`src/rtl/seq_mult_shift_add.sv`:
```
// ---------------------------------------------------------------------------
// seq_mult_shift_add
//
// Sequential radix-2 shift-add multiplier with a start/done handshake.
// Each RUN cycle adds the shifted multiplicand to the product accumulator if
// the current multiplier LSB is set. The operation stops as soon as the
// remaining multiplier bits are all zero, so latency depends on the position
// of the multiplier's MSB and not on its value.
//
// Parameters:
//   WIDTH    operand width in bits (>= 2); the product is 2*WIDTH bits wide
//
// Ports:
//   clk      clock; all state updates happen on the rising edge
//   rst      asynchronous active-high reset
//   start    request; only sampled while the FSM is IDLE
//   a_in     multiplicand, captured on an accepted start
//   b_in     multiplier, captured on an accepted start
//   busy     high while the FSM is in RUN
//   done     one-cycle pulse; product is valid
//   product  result register; holds its value until the next accepted start
//
// Optional feature:
//   SEQ_MULT_SIGNED_EN  when defined, a_in/b_in are two's complement. The
//                       magnitudes are multiplied and the result is negated
//                       on the final RUN cycle if the operand signs differ.
// ---------------------------------------------------------------------------
module seq_mult_shift_add #(
    parameter int WIDTH = 16
) (
    input  logic               clk,
    input  logic               rst,
    input  logic               start,
    input  logic [WIDTH-1:0]   a_in,
    input  logic [WIDTH-1:0]   b_in,
    output logic               busy,
    output logic               done,
    output logic [2*WIDTH-1:0] product
);

    localparam int PW    = 2 * WIDTH;
    localparam int CNT_W = $clog2(WIDTH + 1);
    localparam logic [CNT_W-1:0] CNT_MAX = CNT_W'(WIDTH);

    typedef enum logic [1:0] {
        IDLE = 2'd0,
        RUN  = 2'd1,
        DONE = 2'd2
    } state_t;

    state_t           state_q, state_d;
    logic [PW-1:0]    a_q, a_d;
    logic [WIDTH-1:0] b_q, b_d;
    logic [PW-1:0]    product_q, product_d;
    logic [CNT_W-1:0] count_q, count_d;

    // Operand values as they are loaded into the datapath on accept.
    logic [WIDTH-1:0] a_op;
    logic [WIDTH-1:0] b_op;

    logic [PW-1:0]    sum;
    logic [WIDTH-1:0] b_shift;

`ifdef SEQ_MULT_SIGNED_EN
    logic neg_q, neg_d;

    // Two's complement magnitude; the most-negative value maps to
    // 2^(WIDTH-1), which is still representable as an unsigned WIDTH value.
    assign a_op = a_in[WIDTH-1] ? (~a_in + 1'b1) : a_in;
    assign b_op = b_in[WIDTH-1] ? (~b_in + 1'b1) : b_in;
`else
    assign a_op = a_in;
    assign b_op = b_in;
`endif

    always_comb begin
        state_d   = state_q;
        a_d       = a_q;
        b_d       = b_q;
        product_d = product_q;
        count_d   = count_q;
`ifdef SEQ_MULT_SIGNED_EN
        neg_d     = neg_q;
`endif
        // Accumulator never overflows: the sum of shifted partial products
        // of two WIDTH-bit values always fits in 2*WIDTH bits.
        sum     = product_q + (b_q[0] ? a_q : {PW{1'b0}});
        b_shift = b_q >> 1;

        case (state_q)
            IDLE: begin
                if (start) begin
                    a_d       = {{WIDTH{1'b0}}, a_op};
                    b_d       = b_op;
                    product_d = '0;
                    count_d   = '0;
`ifdef SEQ_MULT_SIGNED_EN
                    neg_d     = a_in[WIDTH-1] ^ b_in[WIDTH-1];
`endif
                    // A zero multiplier skips RUN entirely; product stays 0,
                    // so no sign fix-up is needed on that path.
                    state_d   = (b_op != '0) ? RUN : DONE;
                end
            end
            RUN: begin
                product_d = sum;
                a_d       = a_q << 1;
                b_d       = b_shift;
                count_d   = count_q + CNT_W'(1);
                if (b_shift == '0) begin
                    state_d = DONE;
`ifdef SEQ_MULT_SIGNED_EN
                    // Apply the sign on the last accumulate so the product
                    // is already final when DONE is entered.
                    if (neg_q) begin
                        product_d = ~sum + 1'b1;
                    end
`endif
                end
            end
            DONE: begin
                state_d = IDLE;
            end
            default: begin
                state_d = IDLE;
            end
        endcase
    end

    always_ff @(posedge clk or posedge rst) begin
        if (rst) begin
            state_q   <= IDLE;
            a_q       <= '0;
            b_q       <= '0;
            product_q <= '0;
            count_q   <= '0;
`ifdef SEQ_MULT_SIGNED_EN
            neg_q     <= 1'b0;
`endif
        end else begin
            state_q   <= state_d;
            a_q       <= a_d;
            b_q       <= b_d;
            product_q <= product_d;
            count_q   <= count_d;
`ifdef SEQ_MULT_SIGNED_EN
            neg_q     <= neg_d;
`endif
        end
    end

    // count is a debug aid: with early termination a RUN cycle can never
    // start with WIDTH iterations already done.
    always_ff @(posedge clk) begin
        if (!rst && state_q == RUN) begin
            assert (count_q < CNT_MAX)
                else $error("seq_mult_shift_add: count reached WIDTH in RUN");
        end
    end

    assign busy    = (state_q == RUN);
    assign done    = (state_q == DONE);
    assign product = product_q;

endmodule
```
`config.mk`:
```
export PLATFORM = sky130hd
export DESIGN_NAME = seq_mult_shift_add
export DESIGN_NICKNAME = d
export VERILOG_FILES = /design/src/rtl/seq_mult_shift_add.sv
export SDC_FILE = /design/constraint.sdc
export NUM_CORES = 1
export LEC_CHECK = 0
export ABC_AREA = 1
export CORE_ASPECT_RATIO = 1.1
export CORE_MARGIN = 5
export CORE_UTILIZATION = 40
export DETAILED_ROUTE_END_ITERATION = 10
export GPL_ROUTABILITY_DRIVEN = 0
export GPL_TIMING_DRIVEN = 0
export SLEW_MARGIN = 20
export SYNTH_ARGS = -nofsm -noshare
export SYNTH_HDL_FRONTEND = slang
export SYNTH_SLANG_ARGS = --single-unit
```
`constraint.sdc`:
```
create_clock -name clk -period 2.5 [get_ports clk]
set_clock_uncertainty 0.15 [all_clocks]
set_input_delay 0.25 -clock clk [delete_from_list [all_inputs] [get_ports clk]]
set_output_delay 0.25 -clock clk [all_outputs]
set_load 0.05 [all_outputs]
```
==> summary.md, run 1 <==
| Metric | Value |
|---|---|
| Wire length of the first global-routing pass | 28010 um |
| Wire per inst | 14.04 um |
| Area grow syn2layout | 26.07% |
| Clk pin slew, worst setup/hold paths | 70 ps |
| Worst path cell trace | buf_4 > buf_4 > nand2_1 > inv_1 > ha_4 > nand2_1 > inv_1 > nand2_1 > inv_2 > a21oi_2 > nand2_2 > buf_4 > o21ai_0 > nand2_1 |
| Slew HR | 57.21% |
| Synth Net Count | 1008 |
| Register area share after synthesis | between 30% and 40% |
| Max frequency | 418.4 MHz |
| Vias/cell | 4.811 |
| Clk_lat worst skew | about 350 ps |
| Peak supply drop | 508.8 uV |
| Die W | 126.9 um |
| Period minus WS final | 2390 ps |
| Synth Cell Area | 6013 um2 |
| Worst path slowest cell | dfrtp_2 |
| Power Density | 1277 nW/um2 |
| Commonest non-fill, non-tap cell in the layout | nand2_1 |
| Synth cell types | 35 |
| Die Area | around 18000 um2 |
| Ratio of cells with drive above 1 in the final layout | 10.88% |
| Post-route DRC | 0 |
| Cts hold-fix bufs | 0 |
| Clock Path Buffers | 2 |
| Worst-Margin Slew | 641.8 ps |
| Clock sink total | 82 |
| Io pins | 69 |
| Core ar. | 14940 um2 |
| DR pass1 iterations | 5 |
| WP data required | around 2600 ps |
| Most frequent CP cell | nand2_1 |
| Critical Path End Type | flop |
| Final slew viol count | 0 |
| Flops & latches, synth | about 80 |
| Post-route cell area | 7581 um2 |
| FILL cells | 1553 |
| Syn_area_per_cell | 6.390 um2 |
| Antenna violations before repair | 0 |
| Starting Density | just over 40% |
| Syn. warnings | 0 |
| Final net count | 1091 |
| Setup-failing EPs final | 0 |
| Final Hold Fails | 0 |
| Outcome | finished clean |
| Final period utilization | 95.61% |
| # diodes | 0 |
| Leakage power | 4.141 nW |
| Post-synthesis cell count | 941 |
| Initial DRC Count | 312 |
| RSZ-0062 raised after global routing | true |
| CTS root buffer | clkbuf_16 |
| Placed insts | around 1200 |
| Buffers on Ports | between 60 and 70 |
| Routed wire length | 17200 um |
| Commonest cells after routing, fill and taps aside | nand2_1 (332), inv_1 (177), dfrtp_1 (81), clkdlybuf4s50_1 (67), nor2_1 (57) |
| Total Negative Setup Slacks | 0 ps |
| Hold Crit Class | primary input to asynchronous set/reset pin |
| Startpoint types | flop |
| Type of the worst setup path | flop to flop |
| Placed wire-length estimate | 13650 um |
| Fin cells | 1225 |
| Pin count of the biggest net entering global routing | 29 |
| Vias in the first global route | 5666 |
| All-Layer GR Usage | 19.85% |
| Crit path DAT | 2470 ps |
| CP peak stage delay | roughly 420 ps |
| Inserted Clock Buffers | 9 |
| Num rows | 47 |
| Post-DRT Antenna Nets | 0 |
| Critical-path maximum fanout | 10 |
| DP Area | 7018 um2 |
| Detailed-route via count | ~5900 |
| H-tree levels | 3 |
| Max-Cap Viols | 0 |
| Grt total ovfl | 0 |
| Die height | between 100 and 150 um |
| CTS tree | done |
## metrics by stage
stage | hold slack, ps | total power [mW] | utilization, % | worst slack [ps]
final | 102.6 | 9.680 | 50.75 | 109.9
after global routing | 131.2 | 10.51 | 50.75 | -39.17
after CTS | 109.7 | 9.420 | 49.05 | 4.463
after detailed placement | 347.1 | 8.056 | 46.98 | -605.8
after global placement | 339.2 | 7.988 | 46.48 | -578.9
after floorplan | 237.7 | 6.383 | - | 24.17
## kinds of logic after synthesis
kind of cell | count (synthesis) | share of synthesized area, %
AOI/OAI and AO/OA | 130 | 12.67
xor gates and xnor gates | 3 | 0.4370
adders and majority gates | 32 | 6.783
buffers and inverters | 210 | 13.59
DFF | 82 | 34.12
and+or+nand+nor | 484 | 32.40
## sequential cells by signal, summed over array words and instances, names as in the netlist
register / count
a_q: 32
state_q: 2
product: 32
b_q: 16
## cell usage after synthesis (all sizes together)
cell      n  area share [%]
o22ai    16             1.7
inv     184              11
nand2   354              22
a32o      3            0.50
nor2     68             4.6
a22oi    13             2.1
fa        1            0.33
a21o      1            0.12
a22o      1            0.15
nor4      3            0.31
nand3b    2            0.25
or2       2            0.21
clkbuf   14            0.87
buf      12             1.2
dfrtp    82              34
nor3      6            0.50
ha       31             6.5
o21ai    47             3.9
o21bai    3            0.37
a21oi    46             3.8
nand3    44             3.7
nand4     5            0.52
xor2      1            0.15
xnor2     2            0.29
## worst max-delay path, delay by kind of cell, from the launching register on
family | cells | cell delay [ps]
buffers and inverters | 6 | 680
and+or+nand+nor | 5 | 470
DFF | 1 | 420
adders and majority gates | 1 | 240
AOI/OAI and AO/OA | 2 | 300
## layout make-up
cell class | count | area, um2 | area share [%]
flip-flops and latches | 82 | 2053 | 27.08
clock inverters | 5 | 40.04 | 0.5281
well taps | 196 | 245.2 | 3.235
repair buffers | 74 | 777.0 | 10.25
multi-input cells | 649 | 3397 | 44.81
clock buffers | 11 | 242.7 | 3.202
inverters | 184 | 694.4 | 9.160
plain buffers | 24 | 131.4 | 1.733
## power by group
group	switching, mW	internal, mW
logic	3.84	2.09
clock network	0.588	0.707
registers	0.509	1.94
total	4.94	4.74
## routing by layer
metal / GRT usage (%) / wire length, um
met2: 32.72 / 8067
met5: 0 / 0
met3: 3.005 / 721
met4: 5.703 / 293
met1: 27.06 / 8113
## worst paths after layout
| kind | end | start | slack, ps | cells past startpoint |
|---|---|---|---|---|
| worst max-delay path | product[14] | b_q[0] | 110 | 14 |
| worst min-delay path | b_q[13] | rst | 100 | 2 |
| worst max register to register | product[14] | b_q[0] | 110 | 14 |
| worst min register to register | product[31] | product[31] | 350 | 2 |
| max in group asynchronous | product[13] | rst | 1480 | 4 |
| min in group clk | product[31] | product[31] | 350 | 2 |
## repair_timing
action / 4_1_cts / 5_1_grt
setup buffers: 2 / 1
hold endpoints to repair: 0 / 0
pin swaps: 0 / 8
gates resized for setup: 10 / 65
endpoints found under the setup margin: 27 / 21
No activity file was read; power rests on OpenSTA's default activity.
==> run 2, diff against run 1 <==
- ABC_CLOCK_PERIOD_IN_PS: not set -> 2500
- CTS_BUF_LIST: not set -> sky130_fd_sc_hd__clkbuf_2 sky130_fd_sc_hd__clkbuf_4 sky130_fd_sc_hd__clkbuf_8
==> run 2 against run 1 <==
Compared with the run above:
- critical path depth unchanged
- first-iteration DRC count increased by 18%
- clock power decreased by 26%
- critical endpoint unchanged
- largest cell class unchanged
- worst setup slack improved by 21 ps
- count of clock-buffer cells in the layout unchanged
==> summary.md, run 2 (synthesis gave the netlist of run 1 again) <==
| Metric | Value |
|---|---|
| Worst R2R Start | b_q[0] |
| Commonest cells after routing, fill and taps aside | nand2_1 (331), inv_1 (176), dfrtp_1 (81), clkdlybuf4s50_1 (67), nor2_1 (57) |
| Power Density | 1249 nW/um2 (-2.2%) |
| Routed wire length | 17180 um (about the same) |
| Inserted Clock Buffers | 9 (unchanged) |
| Post-placement setup slack | -605.8 ps (unchanged) |
| Peak supply drop | 437.9 uV (-14%) |
| Critical-path maximum fanout | 10 (unchanged) |
| Post-route cell area | 7493 um2 (-1.2%) |
| RSZ-0062 raised after global routing | true |
| Worst r2r dst | product[14] |
| Startpoint types | flop |
| Critical Path End Type | flop |
| Worst-Margin Slew | 614.4 ps (-27.39 ps) |
| Slew HR | 59.04% (+1.8 points) |
| Met3 Usage GRT | 2.311% (-0.69 points) |
| Most used routing layer | met2 |
| Clock Path Buffers | 2 (unchanged) |
| Leakage power | 4.101 nW (-0.95%) |
| Die Area | 17590 um2 (unchanged) |
| Io pins | 69 (unchanged) |
| Final Hold Fails | 0 (unchanged) |
| Starting Density | 40.26% (unchanged) |
| DR pass1 iterations | 5 (unchanged) |
| Fin cells | 1226 (+0.082%) |
| Wire length of the first global-routing pass | 27990 um (about the same) |
| Post-route DRC | 0 (unchanged) |
| Vias/cell | 4.770 (-0.84%) |
| Clk pin slew, worst setup/hold paths | 100 ps (+30 ps) |
| # diodes | 0 (unchanged) |
| GRT met2 Usage | 32.72% (unchanged) |
| Hold Crit Class | primary input to asynchronous set/reset pin |
| Type of the worst setup path | flop to flop |
| Area grow syn2layout | 24.62% |
| CTS tree | done |
| Post-DRT Antenna Nets | 0 (unchanged) |
| Vias in the first global route | 5661 (-0.088%) |
| Reg2Reg Setup Slack | 130 ps (+20 ps) |
| Setup-failing EPs final | 0 (unchanged) |
| Clk_lat worst skew | 380 ps (+30 ps) |
| Core ar. | 14940 um2 (unchanged) |
| Reg2Reg Depth | 14 (unchanged) |
| Cts hold-fix bufs | 0 (unchanged) |
| Initial DRC Count | 367 (+18%) |
| Period minus WS final | 2369 ps (-20.92 ps) |
| Commonest non-fill, non-tap cell in the layout | nand2_1 |
| Max frequency | 422.1 MHz (+0.88%) |
| Buffers on Ports | 68 (unchanged) |
| DP Area | 7018 um2 (unchanged) |
| Final setup margin | 130.8 ps (+20.92 ps) |
| All-Layer GR Usage | 19.87% (about the same) |
| Clock sink total | 82 (unchanged) |
| Placed wire-length estimate | 13650 um (unchanged) |
| Final period utilization | 94.77% (-0.84 points) |
| Antenna violations before repair | 0 (unchanged) |
| Outcome | finished clean |
| H-tree levels | 3 (unchanged) |
| Pin count of the biggest net entering global routing | 29 (unchanged) |
| Die W | 126.9 um (unchanged) |
| Final slew viol count | 0 (unchanged) |
| Wire per inst | 14.01 um (-0.17%) |
| CTS root buffer | clkbuf_8 |
| Met1 Resource Use GR | 27.11% (+0.048 points) |
| Num rows | 47 (unchanged) |
| Placed insts | 1208 (unchanged) |
| Ratio of cells with drive above 1 in the final layout | 11.26% (+0.38 points) |
| Grt total ovfl | 0 (unchanged) |
| Max-Cap Viols | 0 (unchanged) |
| Final net count | 1092 (+0.092%) |
| Crit path DAT | 2480 ps (about the same) |
| Die height | 138.6 um (unchanged) |
| WP data required | 2610 ps (+30 ps) |
| Detailed-route via count | 5848 (-0.76%) |
run 2: cell count changes in the layout (fill, tap and decap cells not counted):
cell       previous run  this run
buf_4                 6         7
clkbuf_8              1        10
clkbuf_1             11        10
inv_1               177       176
nand2_1             332       331
clkbuf_4              0         1
o21ai_1               2         3
o21ai_0              45        44
clkbuf_16             9         0
inv_2                 6         7
nand2_2              21        22
run 2: timing repair:
item / CTS / global route
endpoints found under the setup margin: 27 / 21
endpoints found under the hold margin: 0 / 0
setup buffers: 2 / 2
pin swaps: 0 / 8
gates resized for setup: 10 / 68
run 2: worst max path at each step:
stage                      start  slack (ps)     endpoint  cells past startpoint
after CTS                 b_q[0]         0.4  product[28]                     16
after global routing      b_q[0]         -40  product[21]                     16
after detailed placement  b_q[0]        -610  product[28]                     17
final                     b_q[0]         130  product[14]                     14
after global placement    b_q[0]        -580  product[28]                     17
after floorplan           b_q[0]          20  product[28]                     17
run 2: layout make-up:
class	instances	area, um2
flip-flops and latches	82	2053
well taps	196	245.2
inverters	184	694.4
fillers	1566	7443
repair buffers	75	784.5
clock inverters	5	40.04
plain buffers	24	131.4
clock buffers	11	145.1
multi-input cells	649	3400
run 2: stage by stage:
| step | setup TNS [ps] | hold WS, ps | power (mW) | utilization [%] |
|---|---|---|---|---|
| finish | 0 | 65.30 | 9.361 | 50.17 |
| global route | -230.1 | 95.49 | 10.19 | 50.17 |
| CTS | 0 | 67.26 | 9.074 | 48.42 |
| detailed placement | -8140 | 347.1 | 8.056 | 46.98 |
| global placement | -7509 | 339.2 | 7.988 | 46.48 |
| floorplan | 0 | 237.7 | 6.383 | - |
run 2: critical path: stages, from the launching register on:
cell and delay, ps:
dfrtp_2 440, buf_4 160, buf_4 160, nand2_1 70, inv_2 60, ha_4 230, nand2_1 100, inv_1 60
nand2_1 110, inv_2 60, a21oi_2 140, nand2_2 130, buf_4 160, o21ai_0 160, nand2_1 70
run 2: metal layers:
| layer | part of all wire, % | wire (um) |
|---|---|---|
| met2 | 47 | 8014 |
| met5 | 0 | 0 |
| met3 | 3.5 | 609 |
| met4 | 2.2 | 386 |
| met1 | 48 | 8170 |
run 2: report_power, final:
| group | leakage, nW | switching, mW | internal [mW] | total [mW] |
|---|---|---|---|---|
| combinational | 2.96 | 3.86 | 2.10 | 5.96 |
| sequential | 1.04 | 0.506 | 1.94 | 2.44 |
| clock | 0.0969 | 0.556 | 0.405 | 0.961 |
==> run 3, diff against run 2 <==
- CORE_MARGIN: 5 -> 2
- CORE_UTILIZATION: 40 -> 53
- PLACE_DENSITY: not set -> 0.79
==> run 3 against run 2 <==
Compared with the run above:
- die area decreased by 31%
- clock power increased by 20%
- register-to-register slack got worse by 60 ps
- global-route usage increased by 7.2 points
- sequential cell count unchanged
- final cell count fell by 4.2%
- critical path type unchanged
- largest cell class unchanged
==> summary.md, run 3 (synthesis gave the netlist of run 1 again) <==
| Metric | Value |
|---|---|
| Setup-failing EPs final | 0 (unchanged) |
| Antenna violations before repair | 0 (unchanged) |
| Detailed-route via count | 6019 (+2.9%) |
| Wire length of the first global-routing pass | 26180 um (-6.5%) |
| Slew HR | 62.55% (+3.5 points) |
| Met3 Usage GRT | 2.081% (-0.23 points) |
| Wire per inst | 13.87 um (-1.0%) |
| Die Area | 12210 um2 (-31%) |
| Period minus WS final | 2425 ps (+56.20 ps) |
| Net switching power | 4.896 mW (-0.44%) |
| Die W | 105.6 um (-17%) |
| Clk_lat worst skew | 370 ps (about the same) |
| Internal cell power | 4.702 mW (+5.8%) |
| All-Layer GR Usage | 27.11% (+7.2 points) |
| Pin count of the biggest net entering global routing | 33 (+14%) |
| Commonest non-fill, non-tap cell in the layout | nand2_1 |
| Starting Density | 54.61% (+14 points) |
| Grt total ovfl | 0 (unchanged) |
| Buffers on Ports | 68 (unchanged) |
| Register area | 2053 um2 (unchanged) |
| Ratio of cells with drive above 1 in the final layout | 11.30% (+0.033 points) |
| Commonest cells after routing, fill and taps aside | nand2_1 (340), inv_1 (175), dfrtp_1 (81), clkdlybuf4s50_1 (67), nor2_1 (54) |
| Max-Cap Viols | 0 (unchanged) |
| Leakage power | 4.073 nW (-0.68%) |
| Io pins | 69 (unchanged) |
| CP peak stage delay | 430 ps (about the same) |
| Power Density | 1279 nW/um2 (+2.4%) |
| Hold WS | 92.23 ps (+26.93 ps) |
| RSZ-0062 raised after global routing | true |
| Post-route DRC | 0 (unchanged) |
| Total Negative Setup Slacks | 0 ps (unchanged) |
| Outcome | finished clean |
| CP Buf/Inv Count | 5 (-1) |
| Crit path DAT | 2530 ps (+50 ps) |
| Final slew viol count | 0 (unchanged) |
| Most frequent CP cell | nand2_1 |
| Clock sink total | 82 (unchanged) |
| # diodes | 0 (unchanged) |
| Post-DRT Antenna Nets | 0 (unchanged) |
| Worst path cell trace | buf_4 > clkbuf_4 > nand2_1 > inv_1 > ha_4 > nand2_1 > inv_1 > nand2_1 > nand2_1 > inv_1 > nand2_1 > a21oi_2 > nand3_1 > nand3_1 > nand2_1 |
| Vias/cell | 5.127 (+7.5%) |
| Type of the worst setup path | flop to flop |
| Multi-input gate area | 3473 um2 (+2.2%) |
| Clock Path Buffers | 2 (unchanged) |
| Clk pin slew, worst setup/hold paths | 100 ps (about the same) |
| FILL cells | 964 (-38%) |
| Worst-Margin Slew | 561.8 ps (-52.68 ps) |
| Clk network pwr share | 12.0% (+1.7 points) |
| Routed wire length | 16280 um (-5.2%) |
| Final net count | 1089 (-0.27%) |
| Critical Path End Type | flop |
| Initial DRC Count | 348 (-5.2%) |
| DR pass1 iterations | 5 (unchanged) |
| Area grow syn2layout | 24.78% |
| Inserted Clock Buffers | 9 (unchanged) |
| Critical-path maximum fanout | 10 (unchanged) |
| Worst path slowest cell | dfrtp_2 |
| CTS root buffer | clkbuf_8 |
| Peak supply drop | 639.4 uV (+46%) |
| Combinational share of power | 62.3% (-1.3 points) |
| H-tree levels | 3 (unchanged) |
| Vias in the first global route | 5596 (-1.1%) |
| Core ar. | 11010 um2 (-26%) |
| Startpoint types | flop |
| Sw Ratio | 51.01% (-1.5 points) |
| Num rows | 40 (-15%) |
| Most used routing layer | met2 |
| Met1 Resource Use GR | 35.81% (+8.7 points) |
| Share of power burned in registers | 25.7% (-0.4 points) |
| Max frequency | 412.3 MHz (-2.3%) |
| Hold Crit Class | primary input to asynchronous set/reset pin |
| CP top delay family | simple AND/OR/NAND/NOR gates |
| Placed wire-length estimate | 12490 um (-8.5%) |
| CTS tree | done |
| Die height | 115.7 um (-17%) |
| Final Hold Fails | 0 (unchanged) |
| GRT met2 Usage | 46.88% (+14 points) |
| Final period utilization | 97.02% (+2.2 points) |
| WP data required | 2600 ps (about the same) |
## run 3: cell types whose count changed in the layout (fill, tap and decap cells not counted), moves of 3 or more
cell      delta
ha_1         -6
nor2_1       -3
nand2_2      -9
nand2_1      +9
clkinv_4     -4
nor2_2       +4
ha_4         +7
## run 3: final timing paths
| path | from | endpoint | slack (ps) | depth (start not counted) |
|---|---|---|---|---|
| setup / recovery | b_q[0] | product[31] | 70 | 15 |
| hold / removal | rst | product[27] | 90 | 2 |
| setup reg to reg | b_q[0] | product[31] | 70 | 15 |
| hold reg to reg | a_q[31] | a_q[31] | 370 | 2 |
| max in group asynchronous | rst | b_q[0] | 1340 | 4 |
| min in group clk | a_in[0] | a_q[0] | 300 | 3 |
## run 3: what timing repair did
action,in CTS,in global routing
buffers inserted,1,1
pin swaps,0,7
setup endpoints to repair,28,21
hold buffers,0,0
resized for setup,10,71
## run 3: worst reg2reg max path: cells and delay by family, from the launching register on
kind | cells | cell delay [ps]
AOI/OAI and AO/OA | 1 | 220
adders and majority gates | 1 | 240
buffers and inverters | 5 | 540
DFF | 1 | 430
and+or+nand+nor | 8 | 730
## run 3: metrics by stage
| stage | util (%) | std cells | cell area, um2 | power (mW) | setup WS (ps) |
|---|---|---|---|---|---|
| after global placement | 62.50 | 1156 | 6882 | 7.837 | -547.4 |
| after CTS | 65.14 | 1173 | 7172 | 9.136 | 11.76 |
| after global routing | 68.15 | 1174 | 7503 | 10.37 | -14.15 |
| after floorplan | - | 941 | 6017 | 6.383 | 24.17 |
| final | 68.15 | 1174 | 7503 | 9.598 | 74.58 |
| after detailed placement | 62.86 | 1158 | 6922 | 7.953 | -600.9 |
## run 3: cell type report
type                            instances  share of cell area (%)
Buffer                                 24                   1.784
Clock buffer                           11                   1.934
Clock inverter                          5                   1.134
Inverter                              184                   9.255
Multi-Input combinational cell        649                   46.29
Sequential cell                        82                   27.36
Tap cell                              147                   2.451
Timing Repair Buffer                   72                   9.788
## run 3: layer usage
layer | share of wire, % | vias up
li1 | - | 3082
met1 | 44 | 2734
met2 | 48 | 172
met3 | 5.4 | 31
met4 | 2.7 | 0
met5 | 0 | -
## run 3: power groups by stage
stage / combinational (mW) / clock [mW] / sequential, mW
2_1_floorplan: 3.41 / 0 / 2.97
3_3_place_gp: 5.42 / 0 / 2.42
3_5_place_dp: 5.52 / 0 / 2.43
4_1_cts: 5.56 / 1.16 / 2.42
5_1_grt: 6.61 / 1.22 / 2.54
6_report: 5.98 / 1.15 / 2.47
